==> config.mk <==
export PLATFORM = sky130hd
export DESIGN_NAME = keypad_matrix_scanner
export DESIGN_NICKNAME = d
export VERILOG_FILES = /design/src/rtl/keypad_pkg.sv /design/src/rtl/keypad_evt_fifo.sv /design/src/rtl/keypad_matrix_scanner.sv
export SDC_FILE = /design/constraint.sdc
export NUM_CORES = 1
export LEC_CHECK = 0
export ABC_AREA = 1
export BUFFER_PORTS_ARGS = -buffer_cell sky130_fd_sc_hd__buf_2
export CORE_ASPECT_RATIO = 0.75
export CORE_MARGIN = 3
export CORE_UTILIZATION = 40
export DETAILED_ROUTE_END_ITERATION = 7
export HOLD_SLACK_MARGIN = 0.1
export PLACE_DENSITY = 0.63
export SLEW_MARGIN = 20
export SYNTH_ARGS = -nofsm -noshare
export SYNTH_HDL_FRONTEND = slang
export SYNTH_SLANG_ARGS = --single-unit
==> constraint.sdc <==
create_clock -name IN_clk -period 3 [get_ports IN_clk]
set_input_delay 0.6 -clock IN_clk [delete_from_list [all_inputs] [get_ports IN_clk]]
set_output_delay 0.6 -clock IN_clk [all_outputs]
set_load 0.1 [all_outputs]
==> src/rtl/keypad_pkg.sv <==
`default_nettype none
// ============================================================================
//  Module   : keypad_pkg
//  Purpose  : Shared width helper, constants and event type for the keypad
//             matrix scanner.
//  Revision : 1.0 - initial release
// ============================================================================
package keypad_pkg;

    // Minimum width is 1 so that single-entry ranges still get a real bit.
    function automatic int clog2(input int n);
        int w;
        w = 1;
        while ((1 << w) < n) w++;
        return w;
    endfunction

    localparam int KP_MAX_CODE_W = 8;
    localparam int KP_DEF_CODE_W = clog2(16);
    localparam int KP_DEF_CNT_W  = clog2(3 + 1);

    typedef struct packed {
        logic                     press;
        logic [KP_MAX_CODE_W-1:0] code;
    } key_evt_t;

endpackage
`default_nettype wire

==> src/rtl/keypad_evt_fifo.sv <==
`default_nettype none
// ============================================================================
//  Module   : keypad_evt_fifo
//  Purpose  : Synchronous FIFO with valid/ready output and full flag.
//  Revision : 1.0 - initial release
// ============================================================================
module keypad_evt_fifo
    import keypad_pkg::*;
#(
    parameter int WIDTH = 9,
    parameter int DEPTH = 4
) (
    input  logic             clk,
    input  logic             rst,
    input  logic             i_push,
    input  logic [WIDTH-1:0] i_data,
    output logic             o_full,
    output logic             o_valid,
    input  logic             i_ready,
    output logic [WIDTH-1:0] o_data
);
    localparam int c_PTR_W = clog2(DEPTH);
    localparam int c_CNT_W = clog2(DEPTH + 1);

    logic [WIDTH-1:0]   r_mem [DEPTH];
    logic [c_PTR_W-1:0] r_wr;
    logic [c_PTR_W-1:0] r_rd;
    logic [c_CNT_W-1:0] r_count;
    logic               w_pop;
    logic               w_push;

    assign o_valid = (r_count != '0);
    assign o_full  = (r_count == c_CNT_W'(DEPTH));
    assign w_pop   = o_valid && i_ready;
    // A pop frees the slot in the same clock, so a full FIFO still accepts.
    assign w_push  = i_push && (!o_full || w_pop);
    assign o_data  = o_valid ? r_mem[r_rd] : '0;

    always_ff @(posedge clk) begin
        if (w_push) begin
            r_mem[r_wr] <= i_data;
        end
    end

    always_ff @(posedge clk) begin
        if (rst) begin
            r_wr    <= '0;
            r_rd    <= '0;
            r_count <= '0;
        end else begin
            if (w_push) r_wr <= r_wr + c_PTR_W'(1);
            if (w_pop)  r_rd <= r_rd + c_PTR_W'(1);
            if (w_push && !w_pop)      r_count <= r_count + c_CNT_W'(1);
            else if (!w_push && w_pop) r_count <= r_count - c_CNT_W'(1);
        end
    end

endmodule
`default_nettype wire

==> src/rtl/keypad_matrix_scanner.sv <==
`default_nettype none
// ============================================================================
//  Module   : keypad_matrix_scanner
//  Purpose  : Row/column key-matrix scanner with dwell, per-key debounce,
//             n-key rollover and a press/release event FIFO.
//  Revision : 1.0 - initial release
// ============================================================================
module keypad_matrix_scanner
    import keypad_pkg::*;
#(
    parameter int ROWS       = 4,
    parameter int COLS       = 4,
    parameter int SETTLE_CYC = 8,
    parameter int DEBOUNCE   = 3,
    parameter int FIFO_DEPTH = 4
) (
    input  logic                         IN_clk,
    input  logic                         IN_reset,
    input  logic                         IN_en,
    input  logic [ROWS-1:0]              IN_row,
    output logic [COLS-1:0]              OUT_col,
    output logic                         OUT_valid,
    input  logic                         IN_ready,
    output logic [clog2(ROWS*COLS)-1:0]  OUT_code,
    output logic                         OUT_press,
    output logic                         OUT_held,
    output logic                         OUT_overflow
);
    localparam int c_KEYS    = ROWS * COLS;
    localparam int c_CODE_W  = clog2(c_KEYS);
    localparam int c_CNT_W   = clog2(DEBOUNCE + 1);
    localparam int c_COL_W   = clog2(COLS);
    localparam int c_ROW_W   = clog2(ROWS);
    localparam int c_DWELL_W = clog2(SETTLE_CYC);

    localparam logic [0:0] ST_IDLE = 1'b0;
    localparam logic [0:0] ST_SCAN = 1'b1;

    logic [0:0]          r_state;
    logic [0:0]          w_state_nxt;
    logic                w_drive;
    logic                w_last_dwell;
    logic [c_DWELL_W-1:0] r_dwell;
    logic [c_COL_W-1:0]  r_col_idx;

    logic [ROWS-1:0]     r_snap;
    logic [c_COL_W-1:0]  r_walk_col;
    logic [c_ROW_W-1:0]  r_walk_row;
    logic                r_walking;

    logic [c_KEYS-1:0]   r_stable;
    logic [c_CNT_W-1:0]  r_cnt [c_KEYS];
    logic                r_held;
    logic                r_overflow;

    logic [c_CODE_W-1:0] w_key;
    logic                w_sample;
    logic                w_differs;
    logic [c_CNT_W-1:0]  w_cnt_cur;
    logic [c_CNT_W-1:0]  w_cnt_inc;
    logic                w_commit_req;
    logic                w_can_push;
    logic                w_push;
    key_evt_t            w_evt;
    key_evt_t            w_fifo_out;
    logic                w_fifo_full;

    // ---------------- scan FSM ----------------
    always_ff @(posedge IN_clk) begin
        if (IN_reset) r_state <= ST_IDLE;
        else          r_state <= w_state_nxt;
    end

    always_comb begin
        w_state_nxt = IN_en ? ST_SCAN : ST_IDLE;
    end

    always_comb begin
        w_drive      = (r_state == ST_SCAN);
        w_last_dwell = w_drive && IN_en && (r_dwell == c_DWELL_W'(SETTLE_CYC - 1));
        OUT_col      = '0;
        for (int c = 0; c < COLS; c++) begin
            OUT_col[COLS-1-c] = w_drive && (r_col_idx == c_COL_W'(c));
        end
    end

    // Dwell counter, column index and row walker.
    always_ff @(posedge IN_clk) begin
        if (IN_reset) begin
            r_dwell    <= '0;
            r_col_idx  <= '0;
            r_snap     <= '0;
            r_walk_col <= '0;
            r_walk_row <= '0;
            r_walking  <= 1'b0;
        end else begin
            if (!IN_en) begin
                r_dwell   <= '0;
                r_col_idx <= '0;
            end else if (w_drive) begin
                if (w_last_dwell) begin
                    r_dwell   <= '0;
                    r_col_idx <= (r_col_idx == c_COL_W'(COLS - 1)) ? '0
                                 : r_col_idx + c_COL_W'(1);
                end else begin
                    r_dwell <= r_dwell + c_DWELL_W'(1);
                end
            end

            if (w_last_dwell) begin
                r_snap     <= IN_row;
                r_walk_col <= r_col_idx;
                r_walk_row <= '0;
                r_walking  <= 1'b1;
            end else if (r_walking) begin
                if (r_walk_row == c_ROW_W'(ROWS - 1)) r_walking <= 1'b0;
                else r_walk_row <= r_walk_row + c_ROW_W'(1);
            end
        end
    end

    // ---------------- debounce of the key under the walker ----------------
    always_comb begin
        w_key        = c_CODE_W'(int'(r_walk_row) * COLS + int'(r_walk_col));
        w_sample     = r_snap[c_ROW_W'(ROWS - 1) - r_walk_row];
        w_differs    = (w_sample != r_stable[w_key]);
        w_cnt_cur    = r_cnt[w_key];
        w_cnt_inc    = (w_cnt_cur == c_CNT_W'(DEBOUNCE)) ? w_cnt_cur
                       : w_cnt_cur + c_CNT_W'(1);
        w_commit_req = r_walking && w_differs && (w_cnt_inc == c_CNT_W'(DEBOUNCE));
        w_can_push   = !w_fifo_full || (OUT_valid && IN_ready);
        w_push       = w_commit_req && w_can_push;
        w_evt.press  = w_sample;
        w_evt.code   = KP_MAX_CODE_W'(w_key);
    end

    // A refused commit leaves the counter saturated so the same event retries.
    always_ff @(posedge IN_clk) begin
        if (IN_reset) begin
            r_stable   <= '0;
            r_held     <= 1'b0;
            r_overflow <= 1'b0;
            for (int k = 0; k < c_KEYS; k++) r_cnt[k] <= '0;
        end else begin
            r_held <= |r_stable;
            if (r_walking) begin
                if (!w_differs) begin
                    r_cnt[w_key] <= '0;
                end else if (w_push) begin
                    r_stable[w_key] <= w_sample;
                    r_cnt[w_key]    <= '0;
                end else begin
                    r_cnt[w_key] <= w_cnt_inc;
                    if (w_commit_req) r_overflow <= 1'b1;
                end
            end
        end
    end

    keypad_evt_fifo #(
        .WIDTH ($bits(key_evt_t)),
        .DEPTH (FIFO_DEPTH)
    ) u_fifo (
        .clk     (IN_clk),
        .rst     (IN_reset),
        .i_push  (w_push),
        .i_data  (w_evt),
        .o_full  (w_fifo_full),
        .o_valid (OUT_valid),
        .i_ready (IN_ready),
        .o_data  (w_fifo_out)
    );

    assign OUT_code     = c_CODE_W'(w_fifo_out.code);
    assign OUT_press    = w_fifo_out.press;
    assign OUT_held     = r_held;
    assign OUT_overflow = r_overflow;

endmodule
`default_nettype wire

==> summary.md <==
| Metric | Value |
|---|---|
| Outcome | `finished clean` |
| Share of layout cells above drive strength 1 | `12.7%` |
| Clock Latency Late Sink | `0.35 ns` |
| Adder-Cell Fraction of Synth Area | `4.32%` |
| Post-CTS Setup Inserts | `0` |
| Port Buffers | `19` |
| Final number of hold-violating endpoints | `0` |
| Largest family of logic cells by synthesized area | `simple AND/OR/NAND/NOR gates` |
| FF-to-FF Start | `r_walk_col[1]` |
| Tightest Pin Transition | `0.716 ns` |
| Syn Nets | `608` |
| Critical path class | `reg2reg` |
| Placed wire-length estimate | `8030 um` |
| Largest net degree at the start of global routing | `34` |
| Count leader, synth | `nand2_1` |
| Design area | `0.00535 mm^2` |
| Top cells by count, synth | `nand2_1, nor2_1, inv_1, edfxtp_1, dfxtp_1` |
| Yosys Warn Count | `0` |
| Worst hold slack | `0.449 ns` |
| Sequential fraction of the synthesis area | `49.9%` |
| Synth Area in Simple Gates | `28.0%` |
| DRT Wirelength | `11,100 um` |
| Vias in the first global route | `3,560` |
| Core outline area | `0.0117 mm^2` |
| Vias | `3,792` |
| Post-CTS sizing | `0` |
| Rel. slew slack | `52.0%` |
| Hold Buf Count CTS | `0` |
| Die H | `101 um` |
| Global-route wire length before repair | `18,300 um` |
| Final worst slack | `0.333 ns` |
| H-tree levels | `3` |
| Initial drt markers | `317` |
| Ant. Diodes | `0` |
| Synth-to-Final Area Change | `11.2%` |
| Avg Cell Area, Syn | `8.24 um^2` |
| Initial DRT Pass Iterations | `5` |
| Maximum vdd drop | `0.000422 V` |
| Post-synthesis xor/xnor area fraction | `0%` |
| Clock transition at the registers of the reported paths | `0.07 ns` |
| Antenna-violating nets left | `0` |
| Synth Cell Area | `0.00481 mm^2` |
| Area fraction of the dominant cell type after synthesis | `32.5%` |
| Mux cell area share after synthesis | `0%` |
| DP Area | `0.00504 mm^2` |
| CTS tree | `yes` |
| CP arrival | `2.95 ns` |
| IO Count | `20` |
| Tcrit/Tclk final | `88.9%` |
| Yosys cell types | `36` |
| Vias per inst | `4.92` |
| Yosys reg bits | `94` |
| Final Max Slew Viols | `0` |
| Compound-Gate Fraction of Synth Area | `7.96%` |
| Global route overflow | `0` |
| Largest area contributor in the netlist | `edfxtp_1` |
| Leak pwr | `2.13 nW` |
| Finished Layout Cells | `770` |
| Initial Util | `41.3%` |
| Worst path required time | `3.29 ns` |
| PwrDens | `599 mW/mm^2` |
| Gate Count Post-Synth | `584` |
| Min-Delay Startpoint | `r_snap[3]` |
| Main synth FF type | `edfxtp_1` |
| Worst slack, placed | `0.242 ns` |
| Clock buffer depth | `2` |
| Die extent in x | `133 um` |
| Setup Skew | `0.00637 ns` |
| Initial antenna violation count | `0` |
| Crit path from | `r_walk_col[1]` |
| Filler Cells Inserted | `1,174` |
| Full die area | `0.0134 mm^2` |
| Max Freq | `0.375 GHz` |
| MaxCap Viol Count | `0` |
| RSZ-0062 raised after global routing | `false` |
| Row count | `34` |
| Final net count | `627` |
| Gp weighted congestion | `0.938` |
| Nature of the critical path endpoint | `register` |
| All-Layer GR Usage | `17.4%` |
| Placed cells | `754` |
| Asr flop ratio synth | `0%` |
| Hold crit path type | `reg2reg` |
| Tmin final | `2.67 ns` |
| CP max FO | `8` |
| Routed length per instance | `14.4 um` |
| # setup viols final | `0` |
| Top post-synthesis cells by area | `edfxtp_1, dfxtp_1, nand2_1, nor2_1, inv_1` |
| Post-route DRC | `0` |
| Post-synth EDFFs | `52` |
| Clock sinks | `94` |
| CP startpoint kind | `register` |
| Clock tree root buffer cell | `clkbuf_16` |
| CTS Buf Count | `9` |
==> placed cells by master (no fill, tap or decap), drive strengths merged <==
| cell | n |
|---|---|
| fa | 1 |
| a21oi | 28 |
| a211oi | 2 |
| nand2 | 132 |
| nand4 | 22 |
| a41oi | 1 |
| nor4 | 4 |
| inv | 85 |
| a22oi | 4 |
| ha | 15 |
| o22ai | 1 |
| clkinv | 2 |
| edfxtp | 52 |
| clkbuf | 9 |
| buf | 31 |
| nand3 | 33 |
| o21a | 1 |
| o211ai | 3 |
| nor2 | 110 |
| o21ai | 27 |
| clkinvlp | 2 |
| nor3 | 1 |
| dfxtp | 42 |
==> worst max-delay path: stages, from the launching register on <==
cell	delay (ns)
dfxtp_1	0.41
nand2_1	0.29
inv_2	0.11
a22oi_1	0.18
nand3_1	0.09
nand3_1	0.09
nand2_2	0.10
inv_2	0.14
nor3_2	0.08
ha_1	0.23
fa_1	0.39
a21oi_1	0.15
o21a_1	0.14
o21ai_0	0.07
a21oi_1	0.11
==> kinds of logic after synthesis <==
logic type                 after synthesis
adders and majority gates               16
DFF                                     94
buffers and inverters                  105
AOI/OAI and AO/OA                       67
and+or+nand+nor                        302
==> path summary, 6_finish.rpt <==
kind	depth (start not counted)	endpoint	slack, ns
worst max-delay path	14	u_fifo.r_count[2]	0.33
worst min-delay path	2	r_snap[3]	0.45
worst max register to register	14	u_fifo.r_count[2]	0.33
worst min register to register	2	r_snap[3]	0.45
==> per-layer routing <==
| metal | vias up | share of wire, % | GRT usage (%) | routed length [um] |
|---|---|---|---|---|
| li1 | 1928 | - | - | - |
| met1 | 1759 | 50 | 25.3 | 5550 |
| met2 | 93 | 43 | 26.3 | 4770 |
| met3 | 12 | 5.5 | 3.29 | 606 |
| met4 | 0 | 1.3 | 5.43 | 144 |
| met5 | - | 0 | 0 | 0 |
==> layout make-up <==
type                       instances  area, um^2  area share (%)
clock buffer                       9         225            4.21
clock inverter                     7        63.8            1.19
inverter                          82         313            5.85
multi-input combinational        385        1950            36.5
sequential                        94        2400            44.9
tap                              162         203            3.79
timing repair buffer              31         185            3.46
==> registers in the layout (all words and copies together) (netlist names), 2 cells and up, named ones only <==
register	count
r_col_idx	2
u_fifo.r_mem	20
r_dwell	3
r_walk_row	2
r_snap	4
r_stable	16
r_cnt	32
u_fifo.r_count	3
u_fifo.r_wr	2
u_fifo.r_rd	2
r_walk_col	2
==> metrics by stage <==
stage               power [mW]  util (%)  setup TNS (ns)
CTS                       3.23      45.7               0
global placement          2.11      43.3               0
finish                    3.20      45.9               0
floorplan                 2.01         -           -2.15
detailed placement        2.12      43.3               0
global route              3.33      45.9               0
==> power by group <==
group	total [mW]	internal (mW)	switching [mW]	leakage, nW
clock	1.11	0.581	0.530	0.136
combinational	0.658	0.112	0.546	1.13
sequential	1.43	1.39	0.0418	0.855
(Power assumes the default switching activity.)
